**src/rtl/mem_responder_if.sv**
```systemverilog
// Request/response bus between an initiator FSM and mem_responder.
// The initiator drives the request fields; the responder returns data and status.
interface mem_responder_if #(
  parameter int unsigned DATA_W = 8,
  parameter int unsigned ADDR_W = 2
);
  logic              valid;
  logic              rw;
  logic [ADDR_W-1:0] addr;
  logic [DATA_W-1:0] wdata;
  logic [DATA_W-1:0] rdata;
  logic              ack;
  logic              busy;

  modport master (
    output valid, rw, addr, wdata,
    input  rdata, ack, busy
  );

  modport slave (
    input  valid, rw, addr, wdata,
    output rdata, ack, busy
  );
endinterface

```
**src/rtl/mem_responder.sv**
```systemverilog
// Small register-array memory behind a valid/ack handshake with a fixed access delay.
// Each request is captured in IDLE, serviced after ACCESS_CYCLES, acked once, then waits for valid to drop.
module mem_responder #(
  parameter int unsigned DATA_W        = 8,
  parameter int unsigned ADDR_W        = 2,
  parameter int unsigned ACCESS_CYCLES = 2
) (
  input  logic            clk,
  input  logic            rst,
  mem_responder_if.slave  bus
);

  localparam int unsigned DEPTH = 2 ** ADDR_W;
  localparam int unsigned CNT_W = 4;

  localparam logic [1:0] IDLE   = 2'd0;
  localparam logic [1:0] ACCESS = 2'd1;
  localparam logic [1:0] ACK    = 2'd2;
  localparam logic [1:0] HOLD   = 2'd3;

  logic [1:0]        state;
  logic [1:0]        state_next;
  logic [CNT_W-1:0]  cnt;
  logic [CNT_W-1:0]  cnt_next;
  logic              capture;
  logic              complete;

  logic              cap_rw;
  logic [ADDR_W-1:0] cap_addr;
  logic [DATA_W-1:0] cap_wdata;
  logic [DATA_W-1:0] mem [DEPTH];

  // Next-state logic; request fields are only looked at in IDLE.
  always_comb begin
    state_next = state;
    cnt_next   = cnt;
    capture    = 1'b0;
    complete   = 1'b0;
    case (state)
      IDLE: begin
        if (bus.valid) begin
          state_next = ACCESS;
          cnt_next   = CNT_W'(ACCESS_CYCLES - 1);
          capture    = 1'b1;
        end
      end
      ACCESS: begin
        if (cnt == '0) begin
          state_next = ACK;
          complete   = 1'b1;
        end else begin
          cnt_next = cnt - CNT_W'(1);
        end
      end
      ACK: begin
        state_next = bus.valid ? HOLD : IDLE;
      end
      HOLD: begin
        if (!bus.valid) begin
          state_next = IDLE;
        end
      end
      default: begin
        state_next = IDLE;
      end
    endcase
  end

  // State, counter and status outputs, registered from the next state.
  always_ff @(posedge clk or posedge rst) begin
    if (rst) begin
      state    <= IDLE;
      cnt      <= '0;
      bus.ack  <= 1'b0;
      bus.busy <= 1'b0;
    end else begin
      state    <= state_next;
      cnt      <= cnt_next;
      bus.ack  <= (state_next == ACK);
      bus.busy <= (state_next != IDLE);
    end
  end

  // Request capture so later bus changes cannot disturb an access in flight.
  always_ff @(posedge clk or posedge rst) begin
    if (rst) begin
      cap_rw    <= 1'b0;
      cap_addr  <= '0;
      cap_wdata <= '0;
    end else if (capture) begin
      cap_rw    <= bus.rw;
      cap_addr  <= bus.addr;
      cap_wdata <= bus.wdata;
    end
  end

  // Storage array, cleared by reset and written only as a write completes.
  always_ff @(posedge clk or posedge rst) begin
    if (rst) begin
      for (int i = 0; i < int'(DEPTH); i++) begin
        mem[i] <= '0;
      end
    end else if (complete && cap_rw) begin
      mem[cap_addr] <= cap_wdata;
    end
  end

  // Read data is loaded on the completing edge so it is valid alongside ack.
  always_ff @(posedge clk or posedge rst) begin
    if (rst) begin
      bus.rdata <= '0;
    end else if (complete && !cap_rw) begin
      bus.rdata <= mem[cap_addr];
    end
  end

endmodule

```
**src/flat_wrapper.sv**
```systemverilog
// flat-port wrapper written by rule: the top's interface ports become plain ports
module mem_responder_flat 
#(
  parameter int unsigned DATA_W        = 8,
  parameter int unsigned ADDR_W        = 2,
  parameter int unsigned ACCESS_CYCLES = 2
)
  (clk, rst, bus_valid, bus_rw, bus_addr, bus_wdata, bus_rdata, bus_ack, bus_busy);
  mem_responder_if #(.DATA_W(DATA_W), .ADDR_W(ADDR_W)) bus_i ();
  input  logic clk;
  input  logic rst;
  input wire logic [$bits(bus_i.valid)-1:0] bus_valid;
  input wire logic [$bits(bus_i.rw)-1:0] bus_rw;
  input wire logic [$bits(bus_i.addr)-1:0] bus_addr;
  input wire logic [$bits(bus_i.wdata)-1:0] bus_wdata;
  output wire logic [$bits(bus_i.rdata)-1:0] bus_rdata;
  output wire logic [$bits(bus_i.ack)-1:0] bus_ack;
  output wire logic [$bits(bus_i.busy)-1:0] bus_busy;
  assign bus_i.valid = bus_valid;
  assign bus_i.rw = bus_rw;
  assign bus_i.addr = bus_addr;
  assign bus_i.wdata = bus_wdata;
  assign bus_rdata = bus_i.rdata;
  assign bus_ack = bus_i.ack;
  assign bus_busy = bus_i.busy;
  mem_responder #(.DATA_W(DATA_W), .ADDR_W(ADDR_W), .ACCESS_CYCLES(ACCESS_CYCLES)) u_core (.clk(clk), .rst(rst), .bus(bus_i));
endmodule
```
**config.mk**
```make
export PLATFORM = sky130hd
export DESIGN_NAME = mem_responder_flat
export DESIGN_NICKNAME = d
export VERILOG_FILES = /design/src/rtl/mem_responder_if.sv /design/src/rtl/mem_responder.sv /design/src/flat_wrapper.sv
export SDC_FILE = /design/constraint.sdc
export NUM_CORES = 1
export LEC_CHECK = 0
export CORE_MARGIN = 2
export CORE_UTILIZATION = 32
export DETAILED_ROUTE_END_ITERATION = 6
export MAX_ROUTING_LAYER = met4
export REMOVE_ABC_BUFFERS = 1
export SKIP_CTS_REPAIR_TIMING = 1
export SLEW_MARGIN = 15
export SYNTH_ARGS = -nofsm -noshare
export SYNTH_HDL_FRONTEND = slang
export SYNTH_SLANG_ARGS = --single-unit
export TNS_END_PERCENT = 20
```
**constraint.sdc**
```tcl
create_clock -name clk -period 4.15 [get_ports clk]
set_clock_uncertainty 0.1 [all_clocks]
set_input_delay 0.6225 -clock clk [delete_from_list [all_inputs] [get_ports clk]]
set_output_delay 0.6225 -clock clk [all_outputs]
set_load 0.005 [all_outputs]
```
======== Word-level counts from Yosys, hierarchy flattened ========
Index checks and enable logic that the tools add are counted.
word-level totals
  bits in registers ....................... 59
  input port bits ......................... 14
  logic and storage cells ................. 49
cells by class
  add/sub/neg operators ................... 1
  $lt $le $gt $ge ......................... 2
  eq/ne operators ......................... 6
  multiplexer cells ....................... 18
  bitwise logic cells ..................... 1
  reductions and logical operators ........ 9
operators with widths
  kind                                                        count
  bitwise mux 32 bit                                          1
  two-way mux 8 bit                                           3
  binary-select mux 8 bit (select 2 bit)                      1
  demux 8 bit (select 2 bit)                                  1
  two-way mux 2 bit                                           4
  two-way mux 4 bit                                           2
  case mux 2 bit (4 select lines)                             1
  case mux 4 bit (2 select lines)                             1
  == test 2 bit, second input constant                        3
  logical NOT 4 bit                                           1
  two-way mux 1 bit                                           4
  != test 2 bit, second input constant                        2
  nonzero test 2 bit                                          2
  subtractor 4 x 1 -> 4 bit, second input constant            1
  >= comparator 3 bit, second input constant                  1
  logical AND 1 bit                                           3
  less-than comparator 3 x 1 -> 1 bit, second input constant  1
  inverter 2 -> 3 bit                                         1
  AND reduction 3 bit                                         1
  == test 2 x 1 -> 1 bit, second input constant               1
  logical NOT 2 bit                                           1
  logical NOT 1 bit                                           1

======== Logic depth before layout (Yosys ltp) ========
Gate-level depths: netlist (run 1).
  word-level depth ........................ 6
  depth in mapped cells ................... 7
  gate-level depth less buffers ........... 5

======== Worst setup path before layout (run 1) ========
No wires, ideal clock.
  path kind ............................... register to register
  start ................................... reg u_core.cnt[0]
  end ..................................... reg u_core.mem[0] in the netlist's numbering
  library setup time ...................... 0.125 ns
  data arrival time ....................... 1.842 ns
  data required time ...................... 3.925 ns
  path slack .............................. 2.083 ns
  cell stages (with the launch flop) ...... 8
  clock period less this slack ............ 2.067 ns
  path through ............................ dfrtp_1 > inv_1 > ha_1 > nand4bb_1 > buf_6 > or4b_4 > buf_6 > mux2_4
between the ends
  cells in the longest elaborated chain, start to end .. 4
RTL lines
  what                           RTL line              RTL
  start, declared                mem_responder.sv:23   logic [CNT_W-1:0] cnt;
  start signal, assigned         mem_responder.sv:78   cnt <= cnt_next;
  logical NOT 4 bit              mem_responder.sv:48   if (cnt == '0) begin
  two-way mux 1 bit              mem_responder.sv:48
  two-way mux 1 bit              mem_responder.sv:39   case (state)
  logical AND 1 bit              mem_responder.sv:103  end else if (complete && cap_rw) begin
  end signal, assigned by index  mem_responder.sv:104  mem[cap_addr] <= cap_wdata;
  end, declared                  mem_responder.sv:31   logic [DATA_W-1:0] mem [DEPTH];
Every way passes these cells.
A chain may end at the register's enable or synchronous reset.

======== Worst setup path in the final report (run 1) ========
  start ................................... reg u_core.cnt[0]
  end ..................................... reg u_core.mem[21] in the netlist's numbering
Same word-level chain as after synthesis.

==> results of run 1 <==
## final cells by class
| cell class | instances | share of cell area [%] |
|---|---|---|
| Clock buffer | 11 | 4.42 |
| Clock inverter | 5 | 3.13 |
| Inverter | 5 | 0.587 |
| Multi-Input combinational cell | 91 | 34.2 |
| Sequential cell | 59 | 46.2 |
| Tap cell | 105 | 4.11 |
| Timing Repair Buffer | 24 | 7.43 |
## cell families after synthesis
kind of cell / share of synthesized area (%)
muxes: 31.3
buffers and inverters: 2.94
DFF: 55.9
and+or+nand+nor: 6.82
AOI/OAI and AO/OA: 2.13
adders and majority gates: 0.947
## registers in the layout, summed over array words and instances, names as in the netlist, 2 cells and up
| signal | flops |
|---|---|
| u_core.cap_wdata | 8 |
| u_core.state | 2 |
| u_core.mem | 32 |
| u_core.cnt | 4 |
| u_core.cap_addr | 2 |
| u_core.bus.rdata | 8 |
## report_power, final
group	switching, W	leakage (nW)	total [W]	internal (W)
clock network	0.000219	0.123	0.000632	0.000413
logic	0.000201	0.573	0.000663	0.000462
registers	0.000227	0.760	0.00103	0.000807
total	0.000647	1.46	0.00233	0.00168
## routing by layer
layer	global-route usage, %	share of wire, %	vias up
li1	-	-	654
met1	16.3	47	738
met2	19.0	48	25
met3	4.79	3.8	5
met4	3.99	0.84	0
met5	-	0	-
## layout by cell type (no fill, tap or decap), drive strengths merged
master / instances
or3b: 1
nand2: 3
clkbuf: 11
o22ai: 1
nor4: 1
dfrtp: 59
nor3b: 2
bufinv: 3
a22o: 2
nand3: 2
ha: 2
a311oi: 1
nand2b: 1
nor3: 4
nor2b: 1
nor2: 1
buf: 1
or4: 1
clkdlybuf4s50: 23
inv: 5
mux4: 8
and2: 1
o21bai: 1
clkinv: 2
or4b: 2
a21o: 2
nor4b: 1
nand4bb: 1
mux2: 52
## path summary, 6_finish.rpt
kind,slack (ns),startpoint,endpoint
min in group asynchronous,0.52,rst,u_core.cap_rw$_DFFE_PP0P_
setup reg to reg,1.56,u_core.cnt[0]$_DFFE_PP0P_,u_core.mem[21]$_DFFE_PP0P_
setup / recovery,1.56,u_core.cnt[0]$_DFFE_PP0P_,u_core.mem[21]$_DFFE_PP0P_
hold / removal,0.40,u_core.mem[15]$_DFFE_PP0P_,u_core.mem[15]$_DFFE_PP0P_
max in group asynchronous,2.59,rst,u_core.cap_wdata[7]$_DFFE_PP0P_
hold reg to reg,0.40,u_core.mem[15]$_DFFE_PP0P_,u_core.mem[15]$_DFFE_PP0P_
## worst max-delay path, stage by stage, from the launching register on
cell and delay [ns]:
dfrtp_1 0.39, inv_1 0.12, ha_1 0.20, nand4bb_1 0.36, or4_1 0.90, mux2_4 0.40
## metrics by stage
step | power (W) | cell area (µm²) | utilization [%]
floorplan | 0.00147 | 2580 | -
global placement | 0.00170 | 2960 | 36.5
detailed placement | 0.00172 | 2960 | 36.5
CTS | 0.00236 | 3200 | 39.5
global route | 0.00248 | 3200 | 39.5
finish | 0.00233 | 3200 | 39.5
==> metrics.txt, run 1 <==
Reg2Reg Depth=5; Yosys warning count=0; row cnt=33; IO Count=24; top cell type's share of synthesized area=55.9%; all-layer global routing usage=12.8%; Slew Viols, Final=0; Starting DRT DRC Count=19; dpl hpwl=3070 µm; WP data arrival=2.70 ns; area of the multi-input gates=1090 µm²; chip width=94.9 µm; clock root cell=clkbuf_8; Pleak=1.46 nW; worst slew pin tran=0.901 ns; Post-Route Setup TNS=0 ns; Final nets=206; kind of critical path=reg -> reg; Hold WS=0.404 ns; n_diodes=0; mapped cell area=2640 µm²; post-synthesis cell count=163; top_reg_cell synth=dfrtp_1; layout cells sized above 1=43.6%; Non-Filler Instances=300; first-pass GRT wire length=8070 µm; vias in the first global route=1480; crit path setup slack, layout=1.56 ns; Post-synth top cells=59 x dfrtp_1, 36 x mux2_2, 16 x mux2_4; Req. time, crit path=4.26 ns; Post-Route WL=4780 µm; relative slew slack=39.7%; die area=9000 µm²; fin crit period=2.59 ns; Startpoint Class=register; ys async rst share=100%; unique cell type count in the Yosys netlist=32; Num CTS Buffers=9; Tightest Hold Check Type=reg -> reg; Final setup viols=0; Fin. Hold Viols=0; gpl congestion=0.675; Post-Place Worst Slack=1.56 ns; drc violations=0; fin crit share=62.4%; most frequent cell after synthesis=dfrtp_1; EDFF count, synth=0; max_cap viols=0; Seq cells post-synth=59; Synth-to-Final Area Change=21.1%; sequential cell area=1480 µm²; f_max=386 MHz; CTS Sinks=59; placed insts=284; H-tree depth=3; outcome=completed; unrepaired setup endpoints after global routing=false; Fill cells=788; Die H=94.9 µm; initial antenna violation count=0; Final ANT Viol Nets=0; # port buffers=23; via count=1422; worst IR drop on VDD=0.305 mV; starting density of the core=32.6%; Core ar.=8090 µm²; register area share after synthesis=55.9%; CTS tree=yes; largest net degree at the start of global routing=38; top cells by area, synth=dfrtp_1 56%, mux2_2 15%, mux2_4 9.1%; CTS max path bufs=2; worst skew pair latency=0.33 ns; hold path cells=1; vias per cell=4.74; critical-path maximum fanout=8; Clock transition at path regs=0.07 ns; Power Dens Cells=728 nW/µm²; crit end category=register; routed len/inst=15.9 µm; grt ovf=0; DR pass1 iterations=4; cell taking the most area after synthesis=dfrtp_1; synthesized area per cell=16.2 µm²
Power figures use the tool's default switching activity.
==> run 2: changes to the inputs <==
clock period = 2.55 ns   (was 4.15 ns; I/O delays follow)
==> metrics.txt, run 2 (same netlist as run 1, synthesis figures left out) <==
Post-Route Setup TNS=0 ns (unchanged); worst reg2reg path endpoint=u_core.mem[21]$_DFFE_PP0P_ (unchanged); M2 GR Usage=18.5% (was 19.0%); outcome=completed (unchanged); GR Util met1=16.5% (was 16.3%); routed len/inst=15.3 µm (was 15.9 µm); R2R setup slack=0.29 ns (was 1.56 ns); Tightest Hold Check Type=in -> async (was reg -> reg); via count=1471 (was 1422); Slew Viols, Final=0 (unchanged); area of the multi-input gates=1090 µm² (unchanged); vias per cell=4.75 (was 4.74); DR pass1 iterations=4 (unchanged); unrepaired setup endpoints after global routing=false (unchanged); critical-path maximum fanout=8 (unchanged); clock root cell=clkbuf_8 (unchanged); # port buffers=23 (unchanged); kind of critical path=reg -> reg (unchanged); CTS tree=yes (unchanged); relative slew slack=64.4% (was 39.7%); Pleak=1.50 nW (was 1.46 nW); all-layer global routing usage=12.9% (was 12.8%); Post-Place Worst Slack=0.281 ns (was 1.56 ns); max_cap viols=0 (unchanged); Fill cells=769 (was 788); Post-Route WL=4750 µm (was 4780 µm); fin crit period=2.26 ns (was 2.59 ns); n_diodes=0 (unchanged); Final nets=217 (was 206); grt ovf=0 (unchanged); reg2reg start=u_core.cnt[0]$_DFFE_PP0P_ (unchanged); Final setup viols=0 (unchanged); worst IR drop on VDD=0.527 mV (was 0.305 mV); WP data arrival=2.37 ns (was 2.70 ns); Reg2Reg Depth=5 (unchanged); Synth-to-Final Area Change=23.4% (was 21.1%); die area=9000 µm² (unchanged); commonest cells after routing, fill and taps aside=59 x dfrtp_1, 36 x mux2_2, 23 x clkdlybuf4s50_1, 16 x mux2_4, 11 x buf_4 (was 59 x dfrtp_1, 36 x mux2_2, 23 x clkdlybuf4s50_1, 16 x mux2_4, 10 x clkbuf_8); starting density of the core=32.6% (unchanged); vias in the first global route=1572 (was 1480); Startpoint Class=register (unchanged); dpl hpwl=3280 µm (was 3070 µm); Finished Cell Area=3260 µm² (was 3200 µm²); worst slew pin tran=0.534 ns (was 0.901 ns); first-pass GRT wire length=8160 µm (was 8070 µm); f_max=443 MHz (was 386 MHz); H-tree depth=3 (unchanged); Num CTS Buffers=9 (unchanged); crit end category=register (unchanged); Largest register FFs=32 (unchanged); sequential cell area=1480 µm² (unchanged); Starting DRT DRC Count=89 (was 19); drc violations=0 (unchanged); Req. time, crit path=2.66 ns (was 4.26 ns); Final ANT Viol Nets=0 (unchanged); Core ar.=8090 µm² (unchanged); most common cell after layout, fill and taps aside=dfrtp_1 (unchanged); met3 GRT Util=5.27% (was 4.79%); largest net degree at the start of global routing=38 (unchanged); IO Count=24 (unchanged); layout cells sized above 1=45.4% (was 43.6%); worst skew pair latency=0.33 ns (about the same); crit path setup slack, layout=0.292 ns (was 1.56 ns); busiest grt layer=met2 (unchanged); row cnt=33 (unchanged); CTS max path bufs=2 (unchanged); initial antenna violation count=0 (unchanged); CTS Sinks=59 (unchanged); Power Dens Cells=1160 nW/µm² (was 728 nW/µm²); gpl congestion=0.715 (was 0.675); Core Util, Final=40.3% (was 39.5%); Total Power=0.00377 W (was 0.00233 W); Placed Area=3050 µm² (was 2960 µm²); Die H=94.9 µm (unchanged); Reg with most FFs=u_core.mem (unchanged); fin crit share=88.5% (was 62.4%); chip width=94.9 µm (unchanged); Clock transition at path regs=0.06 ns (was 0.07 ns); Fin. Hold Viols=0 (unchanged); biggest regs=u_core.mem x32, u_core.bus.rdata x8, u_core.cap_wdata x8 (unchanged)
run 2: per-stage QoR:
step | hold WS [ns] | cells
finish | 0.299 | 310
global route | 0.344 | 310
CTS | 0.300 | 310
detailed placement | 0.390 | 295
global placement | 0.385 | 295
floorplan | 0.375 | 155
run 2: worst max-delay path by stage:
stage / from / endpoint / slack, ns / cells after the start
4_1_cts: u_core.cnt[0]$_DFFE_PP0P_ / u_core.mem[21]$_DFFE_PP0P_ / 0.27 / 5
3_3_place_gp: u_core.cnt[0]$_DFFE_PP0P_ / u_core.mem[23]$_DFFE_PP0P_ / 0.36 / 5
6_report: u_core.cnt[0]$_DFFE_PP0P_ / u_core.mem[21]$_DFFE_PP0P_ / 0.29 / 5
5_1_grt: u_core.cnt[0]$_DFFE_PP0P_ / u_core.mem[21]$_DFFE_PP0P_ / 0.16 / 5
3_5_place_dp: u_core.cnt[0]$_DFFE_PP0P_ / u_core.mem[21]$_DFFE_PP0P_ / 0.28 / 5
2_1_floorplan: u_core.cnt[0]$_DFFE_PP0P_ / u_core.mem[16]$_DFFE_PP0P_ / 0.26 / 5
run 2: critical path, cell delays in order, from the launching register on:
cell and delay (ns):
dfrtp_1 0.39, inv_1 0.12, ha_1 0.19, nand4bb_1 0.18
or4_1 0.78, mux2_4 0.39
run 2: power breakdown:
part / internal, W / switching [W] / leakage [nW]
sequential: 0.00132 / 0.000291 / 0.760
combinational: 0.000809 / 0.000433 / 0.633
clock: 0.000573 / 0.000344 / 0.104
run 2: routing by layer:
| layer | part of all wire, % | vias to the layer above |
|---|---|---|
| li1 | - | 674 |
| met1 | 49 | 764 |
| met2 | 46 | 26 |
| met3 | 3.8 | 7 |
| met4 | 1.5 | 0 |
| met5 | 0 | - |
run 2: final cells by class:
class                      count  share of cell area (%)
clock buffer                  13                    4.57
clock inverter                 2                    1.84
inverter                       5                   0.576
multi-input combinational     91                    33.5
sequential                    59                    45.3
tap                          105                    4.03
timing repair buffer          35                    10.2
==> run 3: changes to the inputs <==
SLEW_MARGIN = 10   (was 15)
==> results of run 3 <==
The final DEF is identical to that of run 2; final timing and power are the same.
